===== src/rtl/clkdiv_ctrl.sv =====
// Run/stop and reconfiguration controller for a toggle-style clock divider.
// New limits are taken via valid/ready and applied only at toggle boundaries or while stopped.
module clkdiv_ctrl #(
  parameter int unsigned  CLK_FREQ      = 1000,
  parameter int unsigned  W             = 32,
  parameter logic [W-1:0] DEFAULT_LIMIT = W'(50000000 / 2 / CLK_FREQ)
) (
  input  logic         clkin,
  input  logic         rst,
  input  logic         run,
  input  logic         cfg_valid,
  input  logic [W-1:0] cfg_limit,
  output logic         cfg_ready,
  output logic         cfg_err,
  output logic         clkout,
  output logic         tick,
  output logic         active,
  output logic [W-1:0] cur_limit
);

  typedef enum logic [1:0] {STOP, RUN, DRAIN} state_t;

  state_t       r_state;
  logic [W-1:0] r_count;
  logic [W-1:0] r_cur_limit;
  logic [W-1:0] r_pend_limit;
  logic         r_pend;
  logic         r_clkout;
  logic         r_tick;
  logic         r_err;

  logic w_at_end;
  logic w_halt;
  logic w_toggle;
  logic w_xfer;
  logic w_apply;

  assign w_at_end = (r_count >= (r_cur_limit - W'(1)));
  // Stopping from a low phase wins over a coincident toggle: no tick, no limit update.
  assign w_halt   = (r_state == RUN) && !run && !r_clkout;
  assign w_toggle = (r_state != STOP) && !w_halt && w_at_end;
  assign w_xfer   = cfg_valid && !r_pend;
  assign w_apply  = r_pend && ((r_state == STOP) || w_toggle);

  always_ff @(posedge clkin or posedge rst) begin
    if (rst) begin
      r_state      <= STOP;
      r_count      <= '0;
      r_cur_limit  <= DEFAULT_LIMIT;
      r_pend_limit <= '0;
      r_pend       <= 1'b0;
      r_clkout     <= 1'b0;
      r_tick       <= 1'b0;
      r_err        <= 1'b0;
    end else begin
      r_err  <= w_xfer && (cfg_limit == '0);
      r_tick <= w_toggle;

      if (w_apply) begin
        r_cur_limit <= r_pend_limit;
        r_pend      <= 1'b0;
      end else if (w_xfer && (cfg_limit != '0)) begin
        r_pend_limit <= cfg_limit;
        r_pend       <= 1'b1;
      end

      case (r_state)
        STOP: begin
          r_count  <= '0;
          r_clkout <= 1'b0;
          if (run) r_state <= RUN;
        end
        RUN, DRAIN: begin
          if (w_halt) begin
            r_count <= '0;
            r_state <= STOP;
          end else begin
            if (w_toggle) begin
              r_count  <= '0;
              r_clkout <= ~r_clkout;
            end else begin
              r_count <= r_count + W'(1);
            end
            // With run low, any toggle reached here is high-to-low, so it parks the clock.
            if (run)           r_state <= RUN;
            else if (w_toggle) r_state <= STOP;
            else               r_state <= DRAIN;
          end
        end
        default: r_state <= STOP;
      endcase
    end
  end

  assign cfg_ready = ~r_pend;
  assign cfg_err   = r_err;
  assign clkout    = r_clkout;
  assign tick      = r_tick;
  assign active    = (r_state != STOP);
  assign cur_limit = r_cur_limit;

endmodule


===== config.mk =====
export PLATFORM = sky130hd
export DESIGN_NAME = clkdiv_ctrl
export DESIGN_NICKNAME = d
export VERILOG_FILES = /design/src/rtl/clkdiv_ctrl.sv
export SDC_FILE = /design/constraint.sdc
export NUM_CORES = 1
export LEC_CHECK = 0
export CAP_MARGIN = 5
export CORE_MARGIN = 3
export CORE_UTILIZATION = 60
export CTS_CLUSTER_DIAMETER = 60
export CTS_CLUSTER_SIZE = 24
export DETAILED_ROUTE_END_ITERATION = 6
export MAX_ROUTING_LAYER = met4
export PLACE_DENSITY = 0.86
export SYNTH_ARGS = -nofsm -noshare
export SYNTH_HDL_FRONTEND = slang
export SYNTH_SLANG_ARGS = --single-unit

===== constraint.sdc =====
create_clock -name clkin -period 11.7 [get_ports clkin]
set_input_delay 1.17 -clock clkin [delete_from_list [all_inputs] [get_ports clkin]]
set_output_delay 1.17 -clock clkin [all_outputs]
set_load 0.05 [all_outputs]

==> qor.csv, run 1 <==
metric,value,unit
status,completed,
p_per_area,254,mW/mm2
rsz0062_at_grt,no,
die_h,104,um
fin_skew,0.0170,ns
slew_viol_final,0,
track_usage,25.8,%
worstPathArrival,5.43,ns
min_from,r_pend,
clk_path_buf_depth,2,
async_reset_ff_share,100,%
cts_root_buffer,clkbuf_8,
r2r_slack,6.50,ns
h-tree-depth,3,
numCtsBuffers,9,
route.vias.total,4482,
numClockSinks,102,
ir_drop,0.208,mV
final_cells,747,
antenna_left,0,
hold_depth,1,
hold_class,register to register,
rows,35,
dpl.hpwl,9760,um
diodes,0,
syn_nets,615,
clk_pin_slew,0.11,ns
initial_core_util,61.9,%
drc_errors,0,
max_freq,192,MHz
setup_viol,0,
yosys_most_used_dff,dfrtp_1,
ys_ff_latch,102,
grt_max_degree,55,
yosysWarnings,0,
setup_tns,0,ns
mostFrequentLayoutCells,"dfrtp_1 (96), clkdlybuf4s50_1 (72), mux2_2 (64)",
cts_tree,yes,
placed_cells,731,
mappedNetlistArea,0.00575,mm2
dieArea,0.0108,mm2
criticalPathCategory,register to register,
timing.rr.start,cur_limit[1],
hold_ws,0.476,ns
synth.largest_area_cell,dfrtp_1,
r2r-end,r_count[27],
nNetsFinal,686,
drv_cap,0,
drt_iter0_markers,191,
clk_latency,0.37,ns
syn_inst,542,
grt_pass1_wl,22100,um
grt_pass1_vias,4422,
die_w,104,um
overflow,0,
cts_resized,0,
wl,13200,um
path_max_fanout,30,
avgViaCountPerCell,6.00,
ctsHoldBuffers,0,
hold_violations,0,
synthTopCellsByArea,"dfrtp_1 (42%), mux2_2 (13%), ha_1 (8.1%)",
period_needed,5.20,ns
dr.pass1.iters,5,
worstPathRequired,11.93,ns
synth_edf_count,0,
gp_congestion,0.862,
synth_top_area_share,41.8,%
layout_commonest_cell,dfrtp_1,
synth.yosys.seq_area_share,44.5,%
netlist-cell-type-count,55,
startpoint_type,register,
p_leak,2.69,nW
post_cts_buffers,0,
post_drt_wl_per_cell,17.7,um
antenna_found_initial,0,
reg2reg_depth,16,
holdPathEnd,cfg_err,
core_area,0.00928,mm2
boundaryPins,73,
max_slew_margin,38.4,%
syn_area_per_cell,10.6,um2
period_share,44.5,%
drive_gt1_share,17.3,%
syn2layout_area_growth,17.8,%
port_buffers,72,
tightestPinTransition,0.920,ns
endpoint_kind,register,
## cell usage after synthesis, drive strengths merged (2+ instances only)
| cell | instances |
|---|---|
| inv | 21 |
| and2 | 2 |
| nand4 | 30 |
| o311ai | 15 |
| o211ai | 3 |
| nor2 | 31 |
| o31ai | 2 |
| buf | 7 |
| and3 | 3 |
| a21o | 2 |
| ha | 37 |
| dfrtp | 96 |
| nand2b | 2 |
| o2bb2ai | 2 |
| o21ai | 14 |
| mux2 | 64 |
| nand3b | 2 |
| dfstp | 6 |
| nand3 | 17 |
| xor2 | 10 |
| and4 | 2 |
| a31oi | 5 |
| a21oi | 15 |
| clkbuf | 11 |
| mux2i | 2 |
| nand2 | 55 |
| or4 | 4 |
| or2 | 5 |
| a22o | 2 |
| nor4 | 18 |
| o22ai | 2 |
| nor3 | 11 |
| xnor2 | 28 |
| or3 | 6 |
## power by group
| group | internal, mW | total, mW | switching [mW] |
|---|---|---|---|
| clock | 0.0817 | 0.213 | 0.131 |
| combinational | 0.363 | 0.881 | 0.519 |
| sequential | 0.485 | 0.627 | 0.142 |
| total | 0.929 | 1.72 | 0.792 |
## through the flow
step	setup slack [ns]	utilization, %	area, um2	total power, mW
after floorplan	7.26	-	5750	1.23
final	6.50	73.0	6770	1.72
after global routing	6.22	73.0	6770	1.82
after detailed placement	6.58	71.0	6590	1.51
after CTS	6.53	73.0	6770	1.72
after global placement	6.83	71.0	6590	1.46
## logic make-up (layout without fill, tap and decap cells)
group           count (synthesis)  count (layout)  synth area share [%]
buf+inv                        39             115                  3.03
xor+xnor                       38              38                  5.79
flops                         102             102                  44.5
compound gates                 70              70                  8.47
mux                            66              66                  12.9
simple gates                  190             190                  17.3
fa+ha+maj                      37              37                  8.05
## sequential cells by signal, summed over array words and instances (netlist names)
| signal | cells |
|---|---|
| cur_limit | 32 |
| r_count | 32 |
| r_pend_limit | 32 |
| r_state | 2 |
| cfg_err | 1 |
| clkout | 1 |
| r_pend | 1 |
| tick | 1 |
## layer usage
layer	wire, um	share of wire (%)	up-vias	global-route usage [%]
met5	0	0	-	-
met4	188	1.4	0	6.74
met3	623	4.7	16	3.72
met2	6290	48	122	40.5
met1	6120	46	2191	35.6
li1	-	-	2153	-
## area by class of cell
type	count	area, um2
Multi-Input combinational cell	401	3020
Sequential cell	102	2560
Fill cell	652	2510
Timing Repair Buffer	78	766
Tap cell	129	161
Clock buffer	10	128
Inverter	21	81.3
Clock inverter	6	56.3
## worst max-delay path, stage by stage (launching register included)
cell	delay [ns]
dfrtp_1	0.44
or4_4	0.56
or3_4	0.36
or2_4	0.25
or2_4	0.26
nand2b_4	0.15
nor2_1	0.15
xnor2_1	0.15
ha_1	0.28
nand4_1	0.15
nor2_1	0.07
a221o_1	0.35
a211o_1	0.33
o211ai_2	0.14
buf_4	0.32
nand2_1	0.53
o311ai_0	0.56
## how the worst max path moves through the flow
stage	slack, ns	end	depth (start not counted)	from
floorplan	7.26	cur_limit[0]	15	cur_limit[1]
global route	6.22	r_count[20]	16	cur_limit[1]
detailed placement	6.58	r_count[18]	16	cur_limit[1]
CTS	6.53	r_count[27]	16	cur_limit[1]
global placement	6.83	r_count[31]	16	cur_limit[1]
finish	6.50	r_count[27]	16	cur_limit[1]
Note: power is estimated with default switching activity, not from simulation.
==> run 2, diff against run 1 <==
CORE_UTILIZATION = 56   (was 60)
PLACE_DENSITY = 0.82   (was 0.86)
clock period = 5.45 ns   (was 11.7 ns; I/O delays follow)
==> run 2 against run 1 <==
Effect of this change:
- combinational power rose by 110%
- die area rose by 6.7%
- clock skew fell by 0.0013 ns
- sequential cell count did not move
- routed wire length fell by 1.2%
- utilization fell by 3.9 points
- worst setup slack got worse by 5.8 ns
- non-clock buffer count did not move
- global-route usage fell by 1.1 points
- critical path depth fell by 2
- highest routed layer unchanged
==> qor.csv, run 2 (same netlist as run 1, synthesis figures left out) <==
metric,value,unit,change
cts_tree,yes,,
core_area,0.00986,mm2,+6.3%
layout_commonest_cell,dfrtp_1,,
initial_core_util,58.3,%,-3.6 points
dpl.hpwl,9540,um,-2.2%
grt-busiest-layer,met2,,
clk_path_buf_depth,2,,unchanged
mostFrequentLayoutCells,"dfrtp_1 (96), clkdlybuf4s50_1 (72), mux2_2 (64)",,
final_cells,751,,+0.54%
path_max_fanout,26,,-13%
setup_viol,0,,unchanged
worst_slack,0.725,ns,-5.77 ns
p_per_area,551,mW/mm2,+120%
grt_max_degree,55,,unchanged
period_share,86.7,%,+42 points
cp_slowest_cell,or4_4,,
placed_cells,735,,+0.55%
critical-path-top-delay-family,simple AND/OR/NAND/NOR gates,,
max_slew_margin,48.6,%,+10 points
antenna_left,0,,unchanged
grtUsageMet3,3.30,%,-0.43 points
max_freq,212,MHz,+10%
clk_latency,0.37,ns,about the same
criticalPathCategory,register to register,,
post_drt_wl_per_cell,17.4,um,-1.7%
drt_iter0_markers,175,,-8.4%
overflow,0,,unchanged
gp_congestion,0.893,,+3.6%
hold_class,register to register,,
use_met1,33.9,%,-1.6 points
ctsHoldBuffers,0,,unchanged
avgViaCountPerCell,5.96,,-0.64%
clk_pin_slew,0.12,ns,about the same
port_buffers,72,,unchanged
cts_root_buffer,clkbuf_8,,
track_usage,24.7,%,-1.1 points
slew_viol_final,0,,unchanged
final_cell_area,0.00682,mm2,+0.63%
rows,36,,+2.9%
worstPathRequired,5.69,ns,-6.24 ns
nNetsFinal,686,,unchanged
diodes,0,,unchanged
die_w,107,um,+3.3%
die_h,107,um,+3.3%
crit_buf_inv,0,,-1
drv_cap,0,,unchanged
hold_violations,0,,unchanged
boundaryPins,73,,unchanged
tightestPinTransition,0.769,ns,-0.151 ns
setup_tns,0,ns,unchanged
dr.pass1.iters,4,,-1
worstPathArrival,4.96,ns,-0.47 ns
crit_chain,"or4_4, or3_1, or2_1, nand2b_1, nor4_2, xnor2_1, ha_1, a21oi_1, nand2_1, a221o_1, a211o_1, o211ai_2, nand2_1, o311ai_0",,
use_met2,39.4,%,-1.2 points
ir_drop,0.524,mV,+150%
cp_common_cell,nand2_1,,
h-tree-depth,3,,unchanged
dieArea,0.0115,mm2,+6.7%
grt_pass1_vias,4448,,+0.59%
cts_resized,0,,unchanged
dp_worst_setup_slack,0.755,ns,-5.82 ns
numClockSinks,102,,unchanged
max_stage_delay,0.54,ns,-0.02 ns
drc_errors,0,,unchanged
grt_pass1_wl,22100,um,about the same
fin_skew,0.0157,ns,-0.00127 ns
wl,13100,um,-1.2%
post_cts_buffers,0,,unchanged
syn2layout_area_growth,18.5,%,
route.vias.total,4477,,-0.11%
numCtsBuffers,9,,unchanged
drive_gt1_share,17.5,%,+0.16 points
status,completed,,
rsz0062_at_grt,no,,
period_needed,4.73,ns,-0.476 ns
endpoint_kind,register,,
p_leak,2.71,nW,+0.82%
antenna_found_initial,0,,unchanged
startpoint_type,register,,
place_area,0.00659,mm2,about the same
total_power,3.75,mW,+120%
==> run 2: through the flow <==
stage / hold WS, ns / util, %
2_1_floorplan: 0.410 / -
3_3_place_gp: 0.456 / 66.8
3_5_place_dp: 0.462 / 66.8
4_1_cts: 0.492 / 69.1
5_1_grt: 0.521 / 69.1
6_report: 0.498 / 69.1
==> run 2: layout make-up <==
class	count	area, um2
clock buffers	9	124
clock inverters	7	97.6
fillers	719	3050
inverters	21	81.3
multi-input cells	401	3020
flip-flops and latches	102	2560
well taps	133	166
repair buffers	78	766
==> run 2: path summary, 6_finish.rpt <==
check	endpoint	slack [ns]	cells after the start	start
worst max-delay path	r_count[26]	0.72	14	cur_limit[9]
max in group asynchronous	r_count[8]	3.78	3	rst
worst max register to register	r_count[26]	0.72	14	cur_limit[9]
worst min register to register	cfg_err	0.50	1	r_pend
worst min-delay path	cfg_err	0.50	1	r_pend
min in group asynchronous	r_pend_limit[29]	0.59	2	rst
==> run 2: layer usage <==
| metal | up-vias | share of wire [%] |
|---|---|---|
| li1 | 2144 | - |
| met1 | 2196 | 44 |
| met2 | 121 | 49 |
| met3 | 16 | 4.5 |
| met4 | 0 | 1.6 |
| met5 | - | 0 |
==> run 2: report_power, final <==
group | internal, mW | leakage, nW | switching, mW
logic | 0.778 | 1.33 | 1.11
registers | 1.04 | 1.27 | 0.301
clock network | 0.229 | 0.113 | 0.299
total | 2.05 | 2.71 | 1.71
==> run 3, diff against run 2 <==
REMOVE_ABC_BUFFERS = 1   (was not set)
==> run 3 against run 2 <==
Effect of this change:
- fmax down 1.7%
- utilization down 0.33 points
- routed wire length up 0.51%
- cell count down 0.13%
- via count down 0.54%
- clock skew down 0.00057 ns
- non-clock buffer count down 1
- critical path type unchanged
- largest cell class unchanged
- largest power group unchanged
==> qor.csv, run 3 (same netlist as run 1, synthesis figures left out) <==
metric,value,unit,change
status,completed,,
cts_root_buffer,clkbuf_8,,
diodes,0,,unchanged
rsz0062_at_grt,no,,
post_cts_buffers,0,,unchanged
crit_chain,"or4_4, or3_4, or2_4, or2_4, nand2b_4, nor2_1, xnor2_1, ha_1, nand4_1, nor2_1, a221o_1, a211o_1, o211ai_2, nand2_1, o311ai_0",,
dpl.hpwl,9730,um,+1.9%
clkPwrFrac,13.0,%,-1.0 points
layout_commonest_cell,dfrtp_1,,
dp_worst_setup_slack,0.661,ns,-0.0939 ns
ctsHoldBuffers,0,,unchanged
track_usage,24.6,%,-0.073 points
avgViaCountPerCell,5.94,,-0.40%
max_freq,208,MHz,-1.7%
die_h,107,um,unchanged
wl,13100,um,+0.51%
dr.pass1.iters,7,,+3
period_share,88.2,%,+1.5 points
initial_core_util,58.3,%,unchanged
p_leak,2.69,nW,-0.74%
grt_pass1_wl,22200,um,about the same
grt_pass1_vias,4591,,+3.2%
cp_slowest_cell,or4_4,,
p_sw,1.70,mW,-0.53%
drc_errors,0,,unchanged
endpoint_kind,register,,
drive_gt1_share,17.2,%,-0.30 points
slew_viol_final,0,,unchanged
syn2layout_area_growth,18.0,%,
setup_tns,0,ns,unchanged
final_cells,750,,-0.13%
hold_violations,0,,unchanged
max_slew_margin,26.5,%,-22 points
cts_resized,0,,unchanged
rows,36,,unchanged
placed_cells,734,,-0.14%
mostFrequentLayoutCells,"dfrtp_1 (96), clkdlybuf4s50_1 (72), mux2_2 (64)",,
criticalPathCategory,register to register,,
antenna_found_initial,0,,unchanged
dieArea,0.0115,mm2,unchanged
grt-busiest-layer,met2,,
post_drt_wl_per_cell,17.5,um,+0.65%
use_met1,33.5,%,-0.40 points
path_max_fanout,26,,unchanged
nNetsFinal,685,,-0.15%
numClockSinks,102,,unchanged
tightestPinTransition,1.10,ns,+0.332 ns
drv_cap,0,,unchanged
overflow,0,,unchanged
power.internal,2.00,mW,-2.4%
core_area,0.00986,mm2,unchanged
clk_path_buf_depth,2,,unchanged
cts_tree,yes,,
route.vias.total,4453,,-0.54%
period_needed,4.81,ns,+0.0817 ns
worstPathArrival,5.05,ns,+0.09 ns
die_w,107,um,unchanged
worst_slack,0.643,ns,-0.0817 ns
ir_drop,0.418,mV,-20%
worstPathRequired,5.69,ns,about the same
seqPwrFrac,36.2,%,+0.5 points
hold_class,register to register,,
h-tree-depth,3,,unchanged
use_met2,38.6,%,-0.76 points
antenna_left,0,,unchanged
clk_pin_slew,0.11,ns,about the same
max_stage_delay,0.56,ns,+0.02 ns
numCtsBuffers,9,,unchanged
p_per_area,545,mW/mm2,-1.1%
grt_max_degree,65,,+18%
boundaryPins,73,,unchanged
drt_iter0_markers,314,,+79%
combPwrFrac,50.9,%,+0.7 points
port_buffers,72,,unchanged
setup_viol,0,,unchanged
startpoint_type,register,,
gp_congestion,0.913,,+2.2%
sw_frac_of_total,45.9,%,+0.47 points
grtUsageMet3,3.36,%,+0.060 points
fin_skew,0.0151,ns,-0.000567 ns
clk_latency,0.37,ns,about the same
[run 3: cell count changes in the layout (fill, tap and decap cells not counted)]
cell	previous run	this run
clkbuf_1	0	1
inv_8	3	1
buf_4	6	5
clkinv_4	1	0
nor3b_2	1	0
inv_6	1	4
bufinv_16	1	0
nor3b_4	0	1
[run 3: layout make-up]
class	count	area (um2)
Multi-Input combinational cell	401	3030
Inverter	21	81.3
Clock buffer	10	128
Clock inverter	6	62.6
Timing Repair Buffer	77	758
Fill cell	700	3080
Tap cell	133	166
Sequential cell	102	2560
[run 3: power by group through the flow]
stage               registers, mW  logic (mW)  clock network [mW]
CTS                          1.33        1.89               0.486
global placement             1.33        1.82                   0
global route                 1.38        2.02               0.515
floorplan                    1.69       0.915                   0
detailed placement           1.35        1.88                   0
finish                       1.34        1.88               0.479
[run 3: metal layers]
layer	wire (um)	part of all wire (%)
met2	6370	49
met4	192	1.5
met3	613	4.7
met1	5950	45
met5	0	0
[run 3: stage by stage]
step	cell area [um2]	total power, mW	utilization [%]	hold slack [ns]
floorplan	5650	2.60	-	0.410
global placement	6590	3.14	66.8	0.441
detailed placement	6590	3.23	66.8	0.429
CTS	6780	3.71	68.8	0.458
global route	6780	3.91	68.8	0.487
finish	6780	3.70	68.8	0.455
[run 3: worst paths after layout]
kind / from / end / slack, ns / cells after the start
hold reg to reg: r_pend / cfg_err / 0.46 / 1
min in group asynchronous: rst / cur_limit[23] / 0.55 / 2
max in group asynchronous: rst / r_count[23] / 3.75 / 3
hold / removal: r_pend / cfg_err / 0.46 / 1
setup / recovery: cur_limit[1] / r_count[19] / 0.64 / 15
setup reg to reg: cur_limit[1] / r_count[19] / 0.64 / 15
[run 3: worst max-delay path: cells and delay by family (launching register included)]
family | cells | cell delay, ns
AO/OA/AOI/OAI | 4 | 1.35
XOR/XNOR | 1 | 0.16
adder cells (fa/ha/maj) | 1 | 0.28
flip-flops | 1 | 0.43
AND/OR/NAND/NOR | 9 | 2.44
==> patch 1: new RTL, settings of run 2 <==
The output `cfg_err` loses its register stage (`r_err` becomes a continuous assignment).
--- a/src/rtl/clkdiv_ctrl.sv
+++ b/src/rtl/clkdiv_ctrl.sv
@@ -51,9 +51,7 @@
       r_pend       <= 1'b0;
       r_clkout     <= 1'b0;
       r_tick       <= 1'b0;
-      r_err        <= 1'b0;
     end else begin
-      r_err  <= w_xfer && (cfg_limit == '0);
       r_tick <= w_toggle;
 
       if (w_apply) begin
@@ -92,6 +90,8 @@
     end
   end
 
+  assign r_err = w_xfer && (cfg_limit == '0);
+
   assign cfg_ready = ~r_pend;
   assign cfg_err   = r_err;
   assign clkout    = r_clkout;
Function: changed (a bounded check fails within 4 cycles, from zero or initial values and one cycle with rst high).
==> patch 1 against run 2 <==
- power decreased by 1.6%
- die area decreased by 0.41%
- maximum frequency decreased by 3.1%
- first-iteration DRC count increased by 39%
- synthesized area decreased by 0.44%
- sequential cell count decreased by 1
- setup slack got worse by 0.15 ns
- clock power decreased by 12%
- wire length increased by 0.18%
- cell area decreased by 0.70%
- largest power group unchanged
==> patch 1: results (changes against run 2) <==
.. list-table::
   :header-rows: 1

   * - Metric
     - Value
   * - Filler cells
     - 708 (-1.5%)
   * - Transition time at the pin with the least slew margin
     - 0.781 ns (+0.0127 ns)
   * - Maximum ir drop on the vdd rail
     - 0.544 mV (+3.8%)
   * - Post-detailed-route wirelength per cell
     - 17.4 um (+0.18%)
   * - Largest fanout on the critical path
     - 26 (unchanged)
   * - Maximum number of pins on one net before global-route repair
     - 56 (+1.8%)
   * - Average vias per placed instance
     - 6.01 (+0.89%)
   * - Sequential share of the synthesized area
     - 0.443 (-0.00243)
   * - Hold Crit Endpoint
     - cur_limit[21]$_DFFE_PP0P_
   * - Register-to-register path setup slack
     - 0.57 ns (-0.15 ns)
   * - Reg clk slew, reported paths
     - 0.10 ns (-0.02 ns)
   * - R2r startpoint
     - cur_limit[9]$_DFFE_PP0P_
   * - Cell type with the highest aggregate area in the netlist
     - dfrtp_1
   * - Vias in the first global route
     - 4587 (+3.1%)
   * - Iteration-0 DRC count of the detailed router
     - 244 (+39%)
   * - Leading post-synthesis cells by instance count
     - dfrtp_1, mux2_2, nand2_1
   * - Yosys warnings
     - 0 (unchanged)
   * - Half-perimeter wire length of the detailed placement result
     - 9.54 mm (about the same)
   * - Library cell used as clock root buffer
     - clkbuf_8
   * - Setup Skew
     - 0.00870 ns (-0.00701 ns)
   * - Startpoint of the worst hold path
     - r_pend_limit[21]$_DFFE_PP0P_
   * - Reg-to-reg endpoint
     - r_count[29]$_DFFE_PP0P_
   * - Net count of the finished layout
     - 686 (unchanged)
   * - Wire length of the first global-routing pass
     - 22.4 mm (+1.1%)
   * - GPL Wtd Cong
     - 0.893 (about the same)
   * - H-tree depth reported by CTS
     - 3 (unchanged)
   * - Number of buffers inserted by post-CTS setup repair
     - 0 (unchanged)
   * - Cell types occupying the most area after synthesis
     - dfrtp_1, mux2_2, ha_1
   * - Drt first pass iters
     - 4 (unchanged)
   * - Static Leakage
     - 2.69 nW (-0.79%)
   * - Synthesized netlist net count
     - 614 (-0.16%)
   * - Number of buffers on the longest clock path
     - 2 (unchanged)
   * - Number of distinct library cells after synthesis
     - 55 (unchanged)
   * - Fraction of final layout cells with drive strength greater than 1
     - 0.176 (+0.00162)
   * - Asr flop ratio synth
     - 1.00 (unchanged)
   * - Overall routing resource usage
     - 0.251 (+0.00409)
   * - Hold crit path type
     - reg2reg
   * - Clock latency at the later pin of the worst-skew pair
     - 0.36 ns
   * - Crit path DAT
     - 5.11 ns (+0.15 ns)
   * - Status
     - finished, final reports clean
   * - Switching part of the total
     - 0.458 (+0.00334)
==> patch 1: logic make-up after synthesis <==
kind of cell,Yosys count,share of synthesized area
AO/OA/AOI/OAI,70,0.0850
XOR/XNOR,38,0.0581
adder cells (fa/ha/maj),37,0.0809
buffers and inverters,39,0.0304
flip-flops,101,0.443
multiplexers,66,0.129
AND/OR/NAND/NOR,190,0.173
==> patch 1: metal layers <==
| layer | wire length, um | part of all wire | vias up | GRT usage |
|---|---|---|---|---|
| li1 | - | - | 2139 | - |
| met1 | 5880 | 0.45 | 2228 | 0.339 |
| met2 | 6400 | 0.49 | 130 | 0.397 |
| met3 | 579 | 0.044 | 20 | 0.0265 |
| met4 | 218 | 0.017 | 0 | 0.0913 |
| met5 | 0 | 0 | - | - |
==> patch 1: area by class of cell <==
type	instances	area (sq um)	share of cell area
Tap cell	133	166	0.0246
Clock buffer	10	138	0.0203
Clock inverter	6	53.8	0.00795
Sequential cell	101	2530	0.375
Multi-Input combinational cell	401	3020	0.446
Inverter	21	81.3	0.0120
Timing Repair Buffer	79	773	0.114
==> patch 1: worst max-delay path by stage <==
stage	startpoint	end	depth (start not counted)
after floorplan	cur_limit[1]$_DFFE_PP0P_	cur_limit[0]$_DFFE_PP0P_	15
after global placement	cur_limit[1]$_DFFE_PP0P_	cur_limit[6]$_DFFE_PP0P_	14
after detailed placement	cur_limit[9]$_DFFE_PP0P_	r_count[28]$_DFFE_PP0P_	14
after CTS	cur_limit[9]$_DFFE_PP0P_	r_count[28]$_DFFE_PP0P_	14
after global routing	cur_limit[16]$_DFFE_PP0P_	r_count[28]$_DFFE_PP0P_	15
final	cur_limit[9]$_DFFE_PP0P_	r_count[29]$_DFFE_PP0P_	14
==> patch 1: stage by stage <==
stage / area, sq um / worst slack (ns) / cells / hold slack (ns)
2_1_floorplan: 5720 / 1.01 / 541 / 0.474
5_1_grt: 6770 / 0.0837 / 751 / 0.537
3_5_place_dp: 6580 / 0.611 / 735 / 0.487
6_report: 6770 / 0.572 / 751 / 0.513
3_3_place_gp: 6580 / 0.867 / 735 / 0.480
4_1_cts: 6770 / 0.628 / 751 / 0.513
==> patch 1: power groups by stage <==
stage                     Sequential [mW]  Clock [mW]  Combinational [mW]
final                                1.34       0.463                1.89
after global routing                 1.38       0.497                2.03
after CTS                            1.34       0.470                1.89
after detailed placement             1.34           0                1.87
after global placement               1.32           0                1.82
after floorplan                      1.68           0               0.956
==> patch 1: critical path, stage by stage, from the launching register on <==
cell      delay [ns]
dfrtp_1         0.46
or4_4           0.55
or3_1           0.43
or2_1           0.29
nand2b_1        0.19
nor4_2          0.23
xnor2_1         0.16
ha_1            0.27
a21oi_1         0.16
nand2_1         0.09
a221o_1         0.34
a211o_1         0.31
o211ai_2        0.20
nand2_1         0.50
o311ai_0        0.55
==> patch 2: new RTL, settings of run 2 <==
Without the edit above. The parameter `W` goes from 32 to 64.
--- a/src/rtl/clkdiv_ctrl.sv
+++ b/src/rtl/clkdiv_ctrl.sv
@@ -2,7 +2,7 @@
 // New limits are taken via valid/ready and applied only at toggle boundaries or while stopped.
 module clkdiv_ctrl #(
   parameter int unsigned  CLK_FREQ      = 1000,
-  parameter int unsigned  W             = 32,
+  parameter int unsigned  W             = 64,
   parameter logic [W-1:0] DEFAULT_LIMIT = W'(50000000 / 2 / CLK_FREQ)
 ) (
   input  logic         clkin,
Interface: changed (resized cfg_limit and cur_limit); port bits go from 73 to 137. No check against the original RTL was run, so the function may have changed too.
==> patch 2 against run 2 <==
- power is 110% higher
- count of clock-buffer cells in the layout is 9 higher
- wire length is 140% higher
- critical endpoint is now cur_limit[12]$_DFFE_PP0P_
- critical path type unchanged
- sequential cell count is 96 higher
- maximum frequency is 12% lower
- cell area is 100% higher
- worst hold slack worse by 0.014 ns
- synthesized area is 99% higher
- setup slack worse by 0.62 ns
- global-route usage is 3.6 points higher
- clock skew is 0.0030 ns lower
==> patch 2: results (changes against run 2) <==
.. list-table::
   :header-rows: 1

   * - Metric
     - Value
   * - Status
     - finished, final reports clean
   * - Drt first pass iters
     - 5 (+1)
   * - Largest fanout on the critical path
     - 19 (-27%)
   * - Count of buffers not belonging to the clock network in the layout
     - 173 (+120%)
   * - Library cell used as clock root buffer
     - clkbuf_16
   * - Setup Skew
     - 0.0127 ns (-0.00301 ns)
   * - Count of buffers from port buffering
     - 136 (+89%)
   * - H-tree depth reported by CTS
     - 4 (+1)
   * - Cell types occupying the most area after synthesis
     - dfrtp_1, mux2_2, ha_1
   * - Wire length of the first global-routing pass
     - 48.9 mm (+120%)
   * - Static Leakage
     - 5.77 nW (+110%)
   * - Count of sequential standard cells
     - 198 (+94%)
   * - Maximum number of pins on one net before global-route repair
     - 81 (+47%)
   * - Net count of the finished layout
     - 1362 (+99%)
   * - Overall routing resource usage
     - 0.283 (+0.0361)
   * - Slowest-stage cell, CP
     - or4_1
   * - Post-route insts no fill
     - 1503 (+100%)
   * - Leading post-synthesis cells by instance count
     - dfrtp_1, mux2_2, nand2_1
   * - Comb_multi_in
     - 806 (+100%)
   * - Inverters excl. clock
     - 29 (+38%)
   * - Final clock-cell share
     - 0.0417 (+0.00924)
   * - Half-perimeter wire length of the detailed placement result
     - 21.5 mm (+130%)
   * - Fraction of final layout cells with drive strength greater than 1
     - 0.179 (+0.00376)
   * - Iteration-0 DRC count of the detailed router
     - 970 (+450%)
   * - Area of all placed cells without fillers
     - 13900 sq um (+100%)
   * - Pre-CTS setup slack
     - 0.0177 ns (-0.738 ns)
   * - Number of cells produced by synthesis
     - 1077 (+99%)
   * - Multi-input combinational area share
     - 0.448 (+0.00485)
   * - Number of buffers created by CTS
     - 17 (+8)
   * - Hold_ws
     - 0.484 ns (-0.0141 ns)
   * - Largest incremental delay on the critical path
     - 0.58 ns (+0.04 ns)
   * - Portion of total power attributed to combinational logic
     - 0.506 (+0.004)
   * - Non-clock buffer share of cell area
     - 0.122 (+0.0101)
   * - Maximum ir drop on the vdd rail
     - 0.347 mV (-34%)
   * - Synthesized netlist net count
     - 1214 (+97%)
   * - Clock buffer count in the final layout
     - 18 (+9)
   * - Crit path DAT
     - 5.67 ns (+0.71 ns)
   * - Reg clk slew, reported paths
     - 0.08 ns (-0.04 ns)
   * - Vias in the first global route
     - 9277 (+110%)
   * - Via count
     - 9519 (+110%)
   * - Total detailed-routing wirelength
     - 30.8 mm (+140%)
   * - Transition time at the pin with the least slew margin
     - 1.08 ns (+0.311 ns)
   * - Storage cell area
     - 4960 sq um (+94%)
   * - Portion of total power attributed to sequential cells
     - 0.331 (-0.026)
   * - GPL Wtd Cong
     - 0.894 (about the same)
   * - Filler cells
     - 1428 (+99%)
   * - Internal
     - 4.25 mW (+110%)
patch 2: cell count changes after synthesis, moves of 13 or more:
cell	before	now
a31oi_1	5	32
and3_1	3	20
nor3_1	10	40
nand3_1	17	49
xor2_1	10	29
ha_1	37	69
dfrtp_1	96	192
nand2_1	55	76
clkbuf_1	11	34
nor4_1	17	36
mux2_2	64	117
o21ai_0	14	27
xnor2_1	28	42
patch 2: path summary, 6_finish.rpt:
kind / from / end / cells after the start
max in group asynchronous: rst / r_count[49]$_DFFE_PP0P_ / 3
hold / removal: r_pend_limit[36]$_DFFE_PP0P_ / cur_limit[36]$_DFFE_PP0P_ / 1
setup reg to reg: cur_limit[18]$_DFFE_PP0P_ / cur_limit[12]$_DFFE_PP0P_ / 20
hold reg to reg: r_pend_limit[36]$_DFFE_PP0P_ / cur_limit[36]$_DFFE_PP0P_ / 1
setup / recovery: cur_limit[18]$_DFFE_PP0P_ / cur_limit[12]$_DFFE_PP0P_ / 20
min in group asynchronous: rst / r_pend_limit[39]$_DFFE_PP0P_ / 2
patch 2: cell families (layout without fill, tap and decap cells):
family                     count (synthesis)  after routing  synth area share
AOI/OAI and AO/OA                        167            167             0.100
xor gates and xnor gates                  71             71            0.0544
adders and majority gates                 69             69            0.0755
buffers and inverters                     73            234            0.0255
DFF                                      198            198             0.434
muxes                                    132            132             0.130
and+or+nand+nor                          367            367             0.180
patch 2: per-layer routing:
metal,up-vias,GRT usage,share of wire
met1,4729,0.377,0.43
met4,0,0.0929,0.022
met2,385,0.446,0.49
met5,-,-,0
met3,53,0.0483,0.054
li1,4352,-,-
patch 2: what timing repair did:
action	CTS	global route
endpoints found under the setup margin	4	104
gates cloned	0	1
gates resized for setup	1	11
pin swaps	0	5
buffers inserted	0	2
